===== config.mk =====
export PLATFORM = sky130hd
export DESIGN_NAME = seq_chunk_adder_flat
export DESIGN_NICKNAME = d
export VERILOG_FILES = /design/src/rtl/seq_chunk_adder_if.sv /design/src/rtl/seq_chunk_adder.sv /design/src/flat_wrapper.sv
export SDC_FILE = /design/constraint.sdc
export NUM_CORES = 1
export LEC_CHECK = 0
export ABC_CLOCK_PERIOD_IN_PS = 8700
export CORE_MARGIN = 4
export CORE_UTILIZATION = 56
export CTS_BUF_LIST = sky130_fd_sc_hd__clkbuf_2
export CTS_CLUSTER_DIAMETER = 200
export CTS_CLUSTER_SIZE = 30
export DETAILED_ROUTE_END_ITERATION = 7
export PLACE_DENSITY = 0.87
export SLEW_MARGIN = 25
export SYNTH_ARGS = -nofsm -noshare
export SYNTH_HDL_FRONTEND = slang
export SYNTH_SLANG_ARGS = --single-unit

===== constraint.sdc =====
create_clock -name clk -period 8.7 [get_ports clk]
set_clock_uncertainty 0.15 [all_clocks]
set_input_delay 1.74 -clock clk [delete_from_list [all_inputs] [get_ports clk]]
set_output_delay 1.74 -clock clk [all_outputs]
set_load 0.02 [all_outputs]

===== src/rtl/seq_chunk_adder_if.sv =====
// Operand/result handshake bundle for seq_chunk_adder.
// The sub port exists only when SEQ_CHUNK_ADDER_SUB_EN is defined.
interface seq_chunk_adder_if #(
  parameter int unsigned WIDTH = 16
) ();
  logic             in_valid;
  logic             in_ready;
  logic [WIDTH-1:0] x;
  logic [WIDTH-1:0] y;
  logic             cin;
`ifdef SEQ_CHUNK_ADDER_SUB_EN
  logic             sub;
`endif
  logic             out_valid;
  logic             out_ready;
  logic [WIDTH-1:0] sum;
  logic             cout;
  logic             ovf;

`ifdef SEQ_CHUNK_ADDER_SUB_EN
  modport master (output in_valid, x, y, cin, sub, out_ready,
                  input  in_ready, out_valid, sum, cout, ovf);
  modport slave  (input  in_valid, x, y, cin, sub, out_ready,
                  output in_ready, out_valid, sum, cout, ovf);
`else
  modport master (output in_valid, x, y, cin, out_ready,
                  input  in_ready, out_valid, sum, cout, ovf);
  modport slave  (input  in_valid, x, y, cin, out_ready,
                  output in_ready, out_valid, sum, cout, ovf);
`endif
endinterface


===== src/rtl/seq_chunk_adder.sv =====
// Multi-cycle adder: CHUNK bits per clock with a registered inter-chunk carry.
// Optional subtract mode enabled by defining SEQ_CHUNK_ADDER_SUB_EN.
module seq_chunk_adder #(
  parameter int unsigned WIDTH = 16,
  parameter int unsigned CHUNK = 4
) (
  input logic              clk,
  input logic              rst_n,
  seq_chunk_adder_if.slave bus
);
  localparam int unsigned NCHUNK = WIDTH / CHUNK;
  localparam int unsigned IDX_W  = (NCHUNK > 1) ? $clog2(NCHUNK) : 1;
  localparam int unsigned SH_W   = (WIDTH > 1) ? $clog2(WIDTH) : 1;

  typedef enum logic [1:0] {IDLE, ADD, DONE} state_t;

  state_t           state_q;
  logic [IDX_W-1:0] idx_q;
  logic             carry_q;
  logic [WIDTH-1:0] x_q;
  logic [WIDTH-1:0] y_q;
  logic [WIDTH-1:0] sum_q;
  logic             cout_q;
  logic             ovf_q;
  logic             in_ready_q;
  logic             out_valid_q;

  logic [SH_W-1:0]  sh_c;
  logic [CHUNK-1:0] x_chunk_c;
  logic [CHUNK-1:0] y_chunk_c;
  logic [CHUNK:0]   add_c;
  logic [WIDTH-1:0] sum_next_c;
  logic             last_c;

  // Current chunk slice, its sum, and the sum register with that slice replaced
  always_comb begin
    sh_c       = SH_W'(idx_q) * SH_W'(CHUNK);
    x_chunk_c  = CHUNK'(x_q >> sh_c);
    y_chunk_c  = CHUNK'(y_q >> sh_c);
    add_c      = {1'b0, x_chunk_c} + {1'b0, y_chunk_c} + (CHUNK+1)'(carry_q);
    sum_next_c = (sum_q & ~(WIDTH'({CHUNK{1'b1}}) << sh_c))
               | (WIDTH'(add_c[CHUNK-1:0]) << sh_c);
    last_c     = (idx_q == IDX_W'(NCHUNK - 1));
  end

  // y_q holds the effective second operand (already inverted for subtract),
  // so the overflow rule below needs no mode awareness.
  always_ff @(posedge clk or negedge rst_n) begin
    if (!rst_n) begin
      state_q     <= IDLE;
      idx_q       <= '0;
      carry_q     <= 1'b0;
      x_q         <= '0;
      y_q         <= '0;
      sum_q       <= '0;
      cout_q      <= 1'b0;
      ovf_q       <= 1'b0;
      in_ready_q  <= 1'b1;
      out_valid_q <= 1'b0;
    end else begin
      case (state_q)
        IDLE: begin
          if (bus.in_valid) begin
            x_q <= bus.x;
`ifdef SEQ_CHUNK_ADDER_SUB_EN
            if (bus.sub) begin
              y_q     <= ~bus.y;
              carry_q <= 1'b1;
            end else begin
              y_q     <= bus.y;
              carry_q <= bus.cin;
            end
`else
            y_q     <= bus.y;
            carry_q <= bus.cin;
`endif
            idx_q      <= '0;
            in_ready_q <= 1'b0;
            state_q    <= ADD;
          end
        end
        ADD: begin
          sum_q   <= sum_next_c;
          carry_q <= add_c[CHUNK];
          idx_q   <= idx_q + IDX_W'(1);
          if (last_c) begin
            cout_q      <= add_c[CHUNK];
            ovf_q       <= (x_q[WIDTH-1] == y_q[WIDTH-1]) &&
                           (add_c[CHUNK-1] != x_q[WIDTH-1]);
            out_valid_q <= 1'b1;
            state_q     <= DONE;
          end
        end
        DONE: begin
          if (bus.out_ready) begin
            out_valid_q <= 1'b0;
            in_ready_q  <= 1'b1;
            state_q     <= IDLE;
          end
        end
        default: state_q <= IDLE;
      endcase
    end
  end

  assign bus.in_ready  = in_ready_q;
  assign bus.out_valid = out_valid_q;
  assign bus.sum       = sum_q;
  assign bus.cout      = cout_q;
  assign bus.ovf       = ovf_q;
endmodule


===== src/flat_wrapper.sv =====
// flat-port wrapper written by rule: the top's interface ports become plain ports
module seq_chunk_adder_flat 
#(
  parameter int unsigned WIDTH = 16,
  parameter int unsigned CHUNK = 4
)
  (clk, rst_n, bus_in_valid, bus_x, bus_y, bus_cin, bus_out_ready, bus_in_ready, bus_out_valid, bus_sum, bus_cout, bus_ovf);
  seq_chunk_adder_if #(.WIDTH(WIDTH)) bus_i ();
  input logic clk;
  input logic rst_n;
  input wire logic [$bits(bus_i.in_valid)-1:0] bus_in_valid;
  input wire logic [$bits(bus_i.x)-1:0] bus_x;
  input wire logic [$bits(bus_i.y)-1:0] bus_y;
  input wire logic [$bits(bus_i.cin)-1:0] bus_cin;
  input wire logic [$bits(bus_i.out_ready)-1:0] bus_out_ready;
  output wire logic [$bits(bus_i.in_ready)-1:0] bus_in_ready;
  output wire logic [$bits(bus_i.out_valid)-1:0] bus_out_valid;
  output wire logic [$bits(bus_i.sum)-1:0] bus_sum;
  output wire logic [$bits(bus_i.cout)-1:0] bus_cout;
  output wire logic [$bits(bus_i.ovf)-1:0] bus_ovf;
  assign bus_i.in_valid = bus_in_valid;
  assign bus_i.x = bus_x;
  assign bus_i.y = bus_y;
  assign bus_i.cin = bus_cin;
  assign bus_i.out_ready = bus_out_ready;
  assign bus_in_ready = bus_i.in_ready;
  assign bus_out_valid = bus_i.out_valid;
  assign bus_sum = bus_i.sum;
  assign bus_cout = bus_i.cout;
  assign bus_ovf = bus_i.ovf;
  seq_chunk_adder #(.WIDTH(WIDTH), .CHUNK(CHUNK)) u_core (.clk(clk), .rst_n(rst_n), .bus(bus_i));
endmodule

After elaboration in Yosys (flattened, before gate mapping)
Cells that the tools add are included.
{"block": "op_classes", "addsub": 3, "reduce_logical": 11, "n_mux": 14, "shift": 4, "eq_ne": 8, "bitwise": 3}
{"cell": "$shr 16x4->4", "count": 2}
{"cell": "$and 16x16->16", "count": 1}
{"cell": "$not 16->16", "count": 1}
{"cell": "$or 16x16->16", "count": 1}
{"cell": "$shl 4x4->16", "count": 1}
{"cell": "$shl 4x4->16 const A", "count": 1}
{"cell": "$reduce_and 3->1", "count": 3}
{"cell": "$mux 2", "count": 4}
{"cell": "$pmux 1 s2", "count": 3}
{"cell": "$pmux 2 s3", "count": 1}
{"cell": "$reduce_and 2->1", "count": 3}
{"cell": "$reduce_bool 2->1", "count": 3}
{"cell": "$add 4x4->5", "count": 1}
{"cell": "$add 5x1->5", "count": 1}
{"cell": "$mux 1", "count": 5}
{"cell": "$eq 2x2->1 const B", "count": 2}
{"cell": "$ne 2x2->1 const B", "count": 2}
{"cell": "$pmux 2 s2", "count": 1}
{"cell": "$add 2x1->2 const B", "count": 1}
{"cell": "$eq 2x1->1 const B", "count": 1}
{"cell": "$logic_not 2->1", "count": 1}
{"cell": "$ne 2x1->1 const B", "count": 1}
{"cell": "$eq 1x1->1", "count": 1}
{"cell": "$logic_and 1x1->1", "count": 1}
{"cell": "$ne 1x1->1", "count": 1}
{"block": "totals", "ff_bits": 57, "elab_cells": 53}

Longest topological paths before layout
Gate-level depths: netlist of run 1.
{"block": "depth", "ltp_word": 5, "depth_mapped": 8}

Worst setup path after synthesis of run 1
No wires, ideal clock.
{"block": "synth_path", "path_type": "reg-to-reg", "from": "register u_core.idx_q[0]", "to": "register u_core.carry_q", "n_path_buf": 1, "synth_period_minus_slack_ns": 2.977, "slack_ns": 5.723, "arrival_time_ns": 2.701, "required_time_ns": 8.424, "stages_incl_launch_ff": 9, "path_cell_list": "dfrtp_1 > buf_2 > mux4_2 > fa_1 > fa_1 > a21o_2 > a21oi_1 > nor2_1 > a221o_1"}
{"block": "synth_via", "elab_chain_len": 4}
{"element": "from (decl)", "line": "seq_chunk_adder.sv:18", "text": "logic [IDX_W-1:0] idx_q;"}
{"element": "from (signal assigned)", "line": "seq_chunk_adder.sv:85", "text": "idx_q <= idx_q + IDX_W'(1);"}
{"element": "$shr 16x4->4, on equally long branches", "line": "seq_chunk_adder.sv:38, seq_chunk_adder.sv:39"}
{"element": "$add 4x4->5 *", "line": "seq_chunk_adder.sv:40", "text": "add_c = {1'b0, x_chunk_c} + {1'b0, y_chunk_c} + (CHUNK+1)'(carry_q);"}
{"element": "$add 5x1->5 *", "line": "seq_chunk_adder.sv:40"}
{"element": "$pmux 1 s2 *", "line": "seq_chunk_adder.sv:61", "text": "case (state_q)"}
{"element": "to (signal assigned)", "line": "seq_chunk_adder.sv:75", "text": "carry_q <= bus.cin;"}
{"element": "to (signal assigned)", "line": "seq_chunk_adder.sv:84", "text": "carry_q <= add_c[CHUNK];"}
{"element": "to (decl)", "line": "seq_chunk_adder.sv:19", "text": "logic carry_q;"}
Mark *: on every way between the ends. The rest lies on a longest branch, timed or not.
A chain may end at the register's enable or synchronous reset.

Worst setup path in the final report of run 1
{"block": "layout_path", "from": "register u_core.in_ready_q, in the netlist u_core.bus.in_ready", "to": "output bus_in_ready"}
{"element": "from (decl)", "line": "seq_chunk_adder.sv:25", "text": "logic in_ready_q;"}
{"element": "from (signal assigned)", "line": "seq_chunk_adder.sv:58", "text": "in_ready_q <= 1'b1;"}
{"element": "from (signal assigned)", "line": "seq_chunk_adder.sv:78", "text": "in_ready_q <= 1'b0;"}
{"element": "from (signal assigned)", "line": "seq_chunk_adder.sv:97", "text": "in_ready_q <= 1'b1;"}
{"element": "to (decl)", "line": "flat_wrapper.sv:16", "text": "output wire logic [$bits(bus_i.in_ready)-1:0] bus_in_ready;"}
No word-level cell between the ends.

==> impl_metrics.py, run 1 <==
metrics = {
    "placement": {
        "placed_cell_area_mm2": 0.00312,
        "hpwl_um": 3520,
        "placed_cells": 277,
        "place.gp.congestion": 0.777,
        "port-buffer-count": 56,
    },
    "power": {
        "p_sw_mw": 0.561,
        "internal_power_mw": 0.826,
        "p_sw_share_pct": 40.5,
        "seq_power_share_pct": 35.7,
        "power_density_mw_per_mm2": 431,
        "peakVddDrop_uv": 231,
        "p_total_mw": 1.39,
        "p_leak_nw": 1.39,
        "clock_power_share_pct": 11.3,
        "combPwrFrac_pct": 53.0,
    },
    "route": {
        "wl_per_cell_um": 16.8,
        "wl_met2_um": 2320,
        "drt-pass1-iter-count": 4,
        "drt_iter0_markers": 56,
        "routed-via-count": 1664,
        "drcViolationCount": 0,
        "met3_length_um": 246,
        "viasPerCell": 5.70,
        "wl_um": 4910,
        "postRouteAntennaNets": 0,
        "highest_layer": "met4",
        "met1_length_um": 2230,
    },
    "final_layout": {
        "n_antenna_cell": 0,
        "final_design_area_no_fill_mm2": 0.00322,
        "syn_to_final_growth_pct": 27.6,
        "drive_gt1_share_pct": 12.9,
        "n_fill_cell": 292,
        "instances_no_fill": 292,
        "layout.nets": 282,
    },
    "sta": {
        "worstMarginPinSlew_ps": 939,
        "holdWs_ps": 347,
        "finalHoldViolCount": 0,
        "slew_violations": 0,
        "fin_crit_ps": 3500,
        "fmax_mhz": 286,
        "relSlewSlack_pct": 37.3,
        "setup_tns_ps": 0,
        "rsz0062_at_grt": "false",
        "min_period_over_period_pct": 40.3,
        "setup_viol_count_final": 0,
    },
    "min_path": {
        "min_path_type": "flip-flop to flip-flop",
    },
    "synth": {
        "synth.avg_cell_area_um2": 14.5,
        "synth_edf_count": 0,
        "yosysWarnings": 0,
        "syn_area_mm2": 0.00252,
        "async_reset_ff_share_pct": 100,
        "yosys_register_bits": 57,
        "synth_cells": 174,
        "yosysTopAreaCell": "dfrtp_1",
        "yosysTopAreaCellShare_pct": 55.6,
        "ys.flop_type": "dfrtp_1",
        "synth.distinct_cells": 31,
        "synth_nets": 220,
        "ys_seq_area_share_pct": 56.6,
        "synth_area_leaders": "dfrtp_1 (56%), mux2_1 (14%), mux4_2 (7.1%)",
    },
    "worst_setup_path": {
        "critPathMaxStageDelay_ps": 600,
        "critPathLaunchType": "flip-flop",
        "required_ps": 6810,
        "crit_chain": "clkdlybuf4s50_1",
        "end_kind": "output port",
        "worstPathMaxFanout": 3,
        "worstSetupPathType": "flip-flop to output port",
        "arrival_ps": 1610,
        "path_delay_family": "buffers and inverters",
        "path_buf_inv": 1,
        "slowest_stage": "clkdlybuf4s50_1",
    },
    "floorplanning": {
        "die_w_um": 75.1,
        "pin_count": 57,
        "start_util_pct": 57.9,
        "core_area_mm2": 0.00435,
        "fp.dieH_um": 75.1,
        "std_cell_rows": 24,
        "fp.dieArea_mm2": 0.00564,
    },
    "clock_network": {
        "cts_tree": "done",
        "cts-hold-fix-buffers": 0,
        "clock_sinks": 57,
        "path_clk_slew_ps": 140,
        "post-cts-setup-buffer-count": 0,
        "numCtsBuffers": 9,
        "root_buffer": "clkbuf_2",
        "cts_max_level": 3,
        "clk_latency_ps": 470,
        "cts_buffer_depth": 2,
        "postCtsResizedCells": 0,
    },
    "global_route": {
        "grt_max_degree": 58,
        "grt_pass1_vias": 1699,
        "antenna_found_initial": 0,
        "track_usage_pct": 19.2,
        "grt_first_pass_wirelength_um": 7910,
        "grt_overflow_total": 0,
    },
    "job": {
        "maxCapViolCount": 0,
    },
    "outcome": {
        "outcome": "finished, final reports clean",
    },
}
==> sequential cells by signal, indices dropped and copies added, names as in the netlist <==
name,count
u_core.bus.out_valid,1
u_core.idx_q,2
u_core.carry_q,1
u_core.bus.sum,16
u_core.state_q,2
u_core.x_q,16
u_core.bus.ovf,1
u_core.bus.in_ready,1
u_core.y_q,16
u_core.bus.cout,1
==> worst register-to-register path, delay by kind of cell (launching register included) <==
| kind | cells | cell delay (ps) |
|---|---|---|
| and+or+nand+nor | 1 | 60 |
| DFF | 1 | 840 |
| AOI/OAI and AO/OA | 3 | 690 |
| adders and majority gates | 2 | 870 |
| muxes | 1 | 630 |
==> worst paths after layout <==
kind | start | endpoint | slack [ps] | cells after the start
hold reg to reg | u_core.y_q[14] | u_core.y_q[14] | 350 | 1
max in group asynchronous | rst_n | u_core.x_q[11] | 6670 | 2
min in group asynchronous | rst_n | u_core.y_q[0] | 1220 | 2
setup / recovery | u_core.bus.in_ready | bus_in_ready | 5200 | 1
setup reg to reg | u_core.idx_q[0] | u_core.carry_q | 5360 | 7
hold / removal | u_core.y_q[14] | u_core.y_q[14] | 350 | 1
==> per-stage QoR <==
stage / utilization, % / worst slack (ps)
3_3_place_gp: 71.6 / 4890
5_1_grt: 73.9 / 5140
4_1_cts: 73.9 / 5170
2_1_floorplan: - / 5720
3_5_place_dp: 71.6 / 4850
6_report: 73.9 / 5200
==> layout make-up <==
type	count	area, um2	share of cell area (%)
multi-input combinational	106	1040	32.4
sequential	57	1430	44.4
inverter	5	18.8	0.583
timing repair buffer	57	563	17.5
clock buffer	11	55.1	1.71
tap	52	65.1	2.02
clock inverter	4	45.0	1.40
==> kinds of logic after synthesis <==
family / after synthesis / synth area share [%]
XOR/XNOR: 1 / 0.347
adder cells (fa/ha/maj): 9 / 5.06
AO/OA/AOI/OAI: 32 / 9.58
AND/OR/NAND/NOR: 23 / 4.52
flip-flops: 57 / 56.6
buffers and inverters: 11 / 1.98
multiplexers: 41 / 21.9
==> per-layer routing <==
layer / up-vias / GRT usage [%]
li1: 775 / -
met1: 827 / 24.1
met2: 49 / 31.5
met3: 13 / 4.41
met4: 0 / 9.49
met5: - / 0
==> Yosys cell counts (all sizes together), types with 2 or more instances <==
master and instances:
a21oi 8, a22o 16, buf 5, dfrtp 56, fa 2, ha 7, inv 5, mux2 33
mux4 8, nand2 8, nor2 6, nor3 4, o31ai 2
==> power by group through the flow <==
| stage | Sequential [mW] | Clock [mW] | Combinational (mW) |
|---|---|---|---|
| after floorplan | 0.510 | 0 | 0.485 |
| after global placement | 0.494 | 0 | 0.713 |
| after detailed placement | 0.503 | 0 | 0.733 |
| after CTS | 0.496 | 0.160 | 0.736 |
| after global routing | 0.515 | 0.171 | 0.803 |
| final | 0.495 | 0.157 | 0.735 |
==> cells in the final DEF, fill, tap and decap left out, drive strengths merged, types with 4 or more instances in the layout <==
master	n
dfrtp	56
clkdlybuf4s50	55
mux2	33
a22o	16
clkbuf	11
mux4	8
nand2	8
a21oi	8
ha	7
nor2	6
inv	5
nor3	4
Note: power is estimated with default switching activity, not from simulation.
==> run 2, diff against run 1 <==
Settings changed: ABC_CLOCK_PERIOD_IN_PS 8700 to 3040, CORE_UTILIZATION 56 to 47, PLACE_DENSITY 0.87 to 0.77.
Clock period 8.7 ns to 3.04 ns, I/O delays scaled along.
==> impl_metrics.py, run 2 (synthesized netlist as in run 1, its figures left out) <==
metrics = {
    "final_layout": {
        "syn_to_final_growth_pct": 29.8,
        "multi_input_area_mm2": 0.00104,
        "layout.nets": 289,
        "final_common_cell": "dfrtp_1",
        "n_antenna_cell": 0,
        "seq_area_mm2": 0.00143,
        "drive_gt1_share_pct": 14.5,
        "final_design_area_no_fill_mm2": 0.00327,
        "final_cell_mix": "dfrtp_1 (56), clkdlybuf4s50_1 (55), mux2_1 (32)",
        "n_fill_cell": 446,
        "instances_no_fill": 318,
    },
    "route": {
        "wl_per_cell_um": 16.0,
        "viasPerCell": 5.36,
        "routed-via-count": 1703,
        "postRouteAntennaNets": 0,
        "drcViolationCount": 0,
        "wl_um": 5090,
        "drt_iter0_markers": 86,
        "drt-pass1-iter-count": 4,
    },
    "power": {
        "power_density_mw_per_mm2": 1210,
        "peakVddDrop_uv": 656,
        "p_leak_nw": 1.42,
    },
    "job": {
        "maxCapViolCount": 0,
    },
    "global_route": {
        "grt_max_degree": 28,
        "track_usage_pct": 18.2,
        "grt_pass1_vias": 1777,
        "grt_first_pass_wirelength_um": 8630,
        "antenna_found_initial": 0,
        "grt_overflow_total": 0,
    },
    "clock_network": {
        "postCtsResizedCells": 0,
        "clock_sinks": 57,
        "cts_buffer_depth": 2,
        "cts_tree": "done",
        "root_buffer": "clkbuf_2",
        "cts_max_level": 3,
        "post-cts-setup-buffer-count": 0,
        "clk_latency_ps": 480,
        "numCtsBuffers": 9,
        "path_clk_slew_ps": 170,
    },
    "placement": {
        "hpwl_um": 3870,
        "pre_cts_slack_ps": 219,
        "placed_cell_area_mm2": 0.00319,
        "place.gp.congestion": 0.816,
        "placed_cells": 301,
        "port-buffer-count": 56,
    },
    "worst_setup_path": {
        "end_kind": "flip-flop",
        "worstRegToRegCells": 7,
        "worstSetupPathType": "flip-flop to flip-flop",
        "regToRegStartpoint": "u_core.idx_q[0]",
        "worstPathMaxFanout": 9,
        "regToRegSetupSlack_ps": 170,
        "required_ps": 3300,
        "r2r-end": "u_core.bus.ovf",
        "critPathLaunchType": "flip-flop",
        "arrival_ps": 3130,
    },
    "min_path": {
        "hp-start": "u_core.x_q[3]",
        "min_path_type": "flip-flop to flip-flop",
        "holdPathStages": 1,
        "min_to": "u_core.x_q[3]",
    },
    "floorplanning": {
        "fp.dieH_um": 81.2,
        "fp.dieArea_mm2": 0.00660,
        "pin_count": 57,
        "die_w_um": 81.2,
        "std_cell_rows": 26,
        "core_area_mm2": 0.00514,
        "start_util_pct": 49.1,
    },
    "sta": {
        "fmax_mhz": 348,
        "rsz0062_at_grt": "false",
        "setup_viol_count_final": 0,
        "min_period_over_period_pct": 94.4,
        "worstMarginPinSlew_ps": 626,
        "fin_crit_ps": 2870,
        "slew_violations": 0,
        "setup_tns_ps": 0,
        "finalHoldViolCount": 0,
        "setup_ws_ps": 170,
        "relSlewSlack_pct": 58.2,
    },
    "outcome": {
        "outcome": "finished, final reports clean",
    },
}
run 2: cell count changes in the layout (fill, tap and decap cells not counted), sizes merged:
cell / change
buf: +6
dlygate4sd3: +1
bufinv: -1
clkinv: +2
run 2: what timing repair did:
item,CTS,global route
hold buffers,1,0
hold endpoints to repair,24,0
setup endpoints to repair,0,0
run 2: per-layer routing:
layer  track usage, %  part of all wire (%)  vias to the layer above
met4             9.63                   2.5                        0
met5                0                     0                        -
met2             28.2                    48                       55
li1                 -                     -                      786
met1             23.1                    44                      850
met3             5.21                   5.7                       12
run 2: critical path, stage by stage, from the launching register on:
cell and delay, ps:
dfrtp_1 470, buf_4 230, mux4_2 520, ha_1 360, a21oi_1 230, a21oi_1 130, or4_1 470, a41oi_1 230
run 2: cell type report:
cell class | count | area share [%]
sequential | 57 | 43.6
multi-input combinational | 106 | 31.9
timing repair buffer | 64 | 18.9
tap | 70 | 2.68
clock buffer | 11 | 1.68
clock inverter | 5 | 0.688
inverter | 5 | 0.573
run 2: worst max-delay path by stage:
stage / start / to / slack, ps / cells after the start
after floorplan: u_core.idx_q[0] / u_core.carry_q / 60 / 8
after global placement: u_core.idx_q[0] / u_core.carry_q / 300 / 7
after detailed placement: u_core.idx_q[0] / u_core.carry_q / 220 / 7
after CTS: u_core.idx_q[0] / u_core.carry_q / 160 / 7
after global routing: u_core.idx_q[0] / u_core.carry_q / 30 / 7
final: u_core.idx_q[0] / u_core.bus.ovf / 170 / 7
run 2: power by group:
part | switching [mW] | internal [mW] | total [mW]
clock network | 0.267 | 0.105 | 0.372
logic | 1.12 | 1.08 | 2.20
registers | 0.239 | 1.14 | 1.38
run 2: metrics by stage:
step | util [%] | hold slack, ps | total power [mW]
after floorplan | - | 162 | 2.85
after global placement | 62.0 | 314 | 3.54
after detailed placement | 62.0 | 324 | 3.60
after CTS | 63.7 | 356 | 3.99
after global routing | 63.7 | 377 | 4.27
final | 63.7 | 351 | 3.95
==> patch (config.mk and constraints of run 2) <==
`CHUNK` is set to 4 in 2 places; all go to 8.
--- a/src/rtl/seq_chunk_adder.sv
+++ b/src/rtl/seq_chunk_adder.sv
@@ -4,3 +4,3 @@
   parameter int unsigned WIDTH = 16,
-  parameter int unsigned CHUNK = 4
+  parameter int unsigned CHUNK = 8
 ) (
--- a/src/flat_wrapper.sv
+++ b/src/flat_wrapper.sv
@@ -4,3 +4,3 @@
   parameter int unsigned WIDTH = 16,
-  parameter int unsigned CHUNK = 4
+  parameter int unsigned CHUNK = 8
 )
Behaviour: not the same (a bounded check fails within 4 cycles, from zero or initial values and one cycle with rst_n low).
==> patch against run 2 <==
- first-iteration DRC count is 4.7% higher
- worst hold slack improved by 0.016 ns
- highest routed layer unchanged
- largest power group unchanged
- total power is 11% higher
- sequential cell count shrank 1
- area after synthesis increased by 7.5%
- largest cell class unchanged
- cell area rose by 4.1%
- worst setup slack gained 0.012 ns
- wire length increased by 1.0%
==> patch: results (changes against run 2) <==
| Metric | Value |
|---|---|
| Rel. slew slack | 48.88% (-9.4 points) |
| Antenna violations before repair | 0 (unchanged) |
| Routed WL per cell | 14.58 µm (-9.0%) |
| 1st-iter DRT viols | 90 (+4.7%) |
| Max frequency | 349.9 MHz (+0.42%) |
| Yosys cell types | 37 (+19%) |
| R2R cell count | 8 (+1) |
| Post-synthesis mux area share | 21.97% (+0.080 points) |
| CP delay by family, top | adder cells |
| Sequential-to-total area share from yosys stat | 51.73% (-4.9 points) |
| Synth async-reset ratio | 100.0% (unchanged) |
| Worst VDD drop | 0.6179 mV (-5.8%) |
| WHS Path Cells | 2 (+1) |
| Synth Area in XOR/XNOR | 1.292% (+0.94 points) |
| Power Clock | 0.369 mW |
| Clk root buf | clkbuf_2 |
| GPL Wtd Cong | 0.8292 (+1.6%) |
| Largest net degree at the start of global routing | 33 (+18%) |
| Clock transition at path regs | 0.29 ns (+0.12 ns) |
| Worst Hold Class | reg -> reg |
| CP max stage cell | fa_1 |
| Num CTS Buffers | 5 (-4) |
| Power share of the sequential group | 30.9% (-4.0 points) |
| Share of cells above drive strength 1 | 25.27% (+11 points) |
| Top cells by area, synth | dfrtp_1 51%, mux2_2 22%, ha_1 3.2% |
| Adder-cell share of the synthesized area | 4.707% (-0.36 points) |
| CTS Hold Bufs | 1 (unchanged) |
| Clock latency on the worst-skew pair | 0.45 ns (-0.03 ns) |
| DR WL met3 | 285 µm (-1.4%) |
| Crit Path Category | reg -> reg |
| Vias in the first global route | 1841 (+3.6%) |
| Drt first pass iters | 4 (unchanged) |
| Leakage | 1.433 nW (+1.1%) |
| Setup bufs post-CTS | 0 (unchanged) |
| Switch share | 41.17% (-0.086 points) |
| Post-Synthesis Net Count | 269 (+22%) |
| CP max stage delay | 0.46 ns (-0.06 ns) |
| Maximum clock path buffer count | 2 (unchanged) |
| Predominant post-synthesis flop cell | dfrtp_1 |
| Highest Signal Layer | met4 |
| Post-synthesis compound-gate area fraction | 9.645% (+0.067 points) |
| Metal1 wirelength | 2285 µm (+2.6%) |
| Met2 wire length | 2512 µm (+2.5%) |
| First-pass GRT wire length | 8507 µm (-1.4%) |
| Arrival @ worst endpoint | 3.04 ns (-0.09 ns) |
| Fill count | 477 (+7.0%) |
| RR Startpoint | u_core.idx_q |
| DP Area | 3329 µm² (+4.5%) |
| All-layer global routing usage | 15.00% (-3.2 points) |
| Maximum net fanout on the critical path | 3 (-6) |
| Nets@finish | 326 (+13%) |
| Place WS | 0.2275 ns (+0.008063 ns) |
| Port bufs | 56 (unchanged) |
| HPWL Detailed | 3940 µm (+1.7%) |
| Commonest cells in the netlist | 55 x dfrtp_1, 52 x mux2_2, 18 x nand2_1 |
| Setup violators final | 0 (unchanged) |
| H-tree depth | 2 (-1) |
| Yosys warns | 0 (unchanged) |
| Outcome | finished, final reports clean |
| DR vias/cell | 5.272 (-1.6%) |
patch: layout make-up:
class | instances | area (µm²) | share of cell area (%)
flip-flops and latches | 56 | 1403 | 41.17
multi-input cells | 153 | 1240 | 36.39
repair buffers | 61 | 595.6 | 17.48
well taps | 72 | 90.09 | 2.644
clock inverters | 3 | 42.54 | 1.249
clock buffers | 5 | 25.02 | 0.7345
inverters | 3 | 11.26 | 0.3305
patch: metal layers:
| layer | GRT usage (%) | up-vias |
|---|---|---|
| met5 | 0 | - |
| met4 | 3.509 | 0 |
| met3 | 3.751 | 6 |
| met2 | 25.02 | 52 |
| met1 | 19.70 | 898 |
| li1 | - | 905 |
patch: metrics by stage:
stage	hold slack (ns)	instances	power (mW)
6_report	0.3670	353	4.377
5_1_grt	0.3945	353	4.771
4_1_cts	0.3768	353	4.428
3_5_place_dp	0.3208	344	4.059
3_3_place_gp	0.3108	344	3.982
2_1_floorplan	0.1624	223	3.381
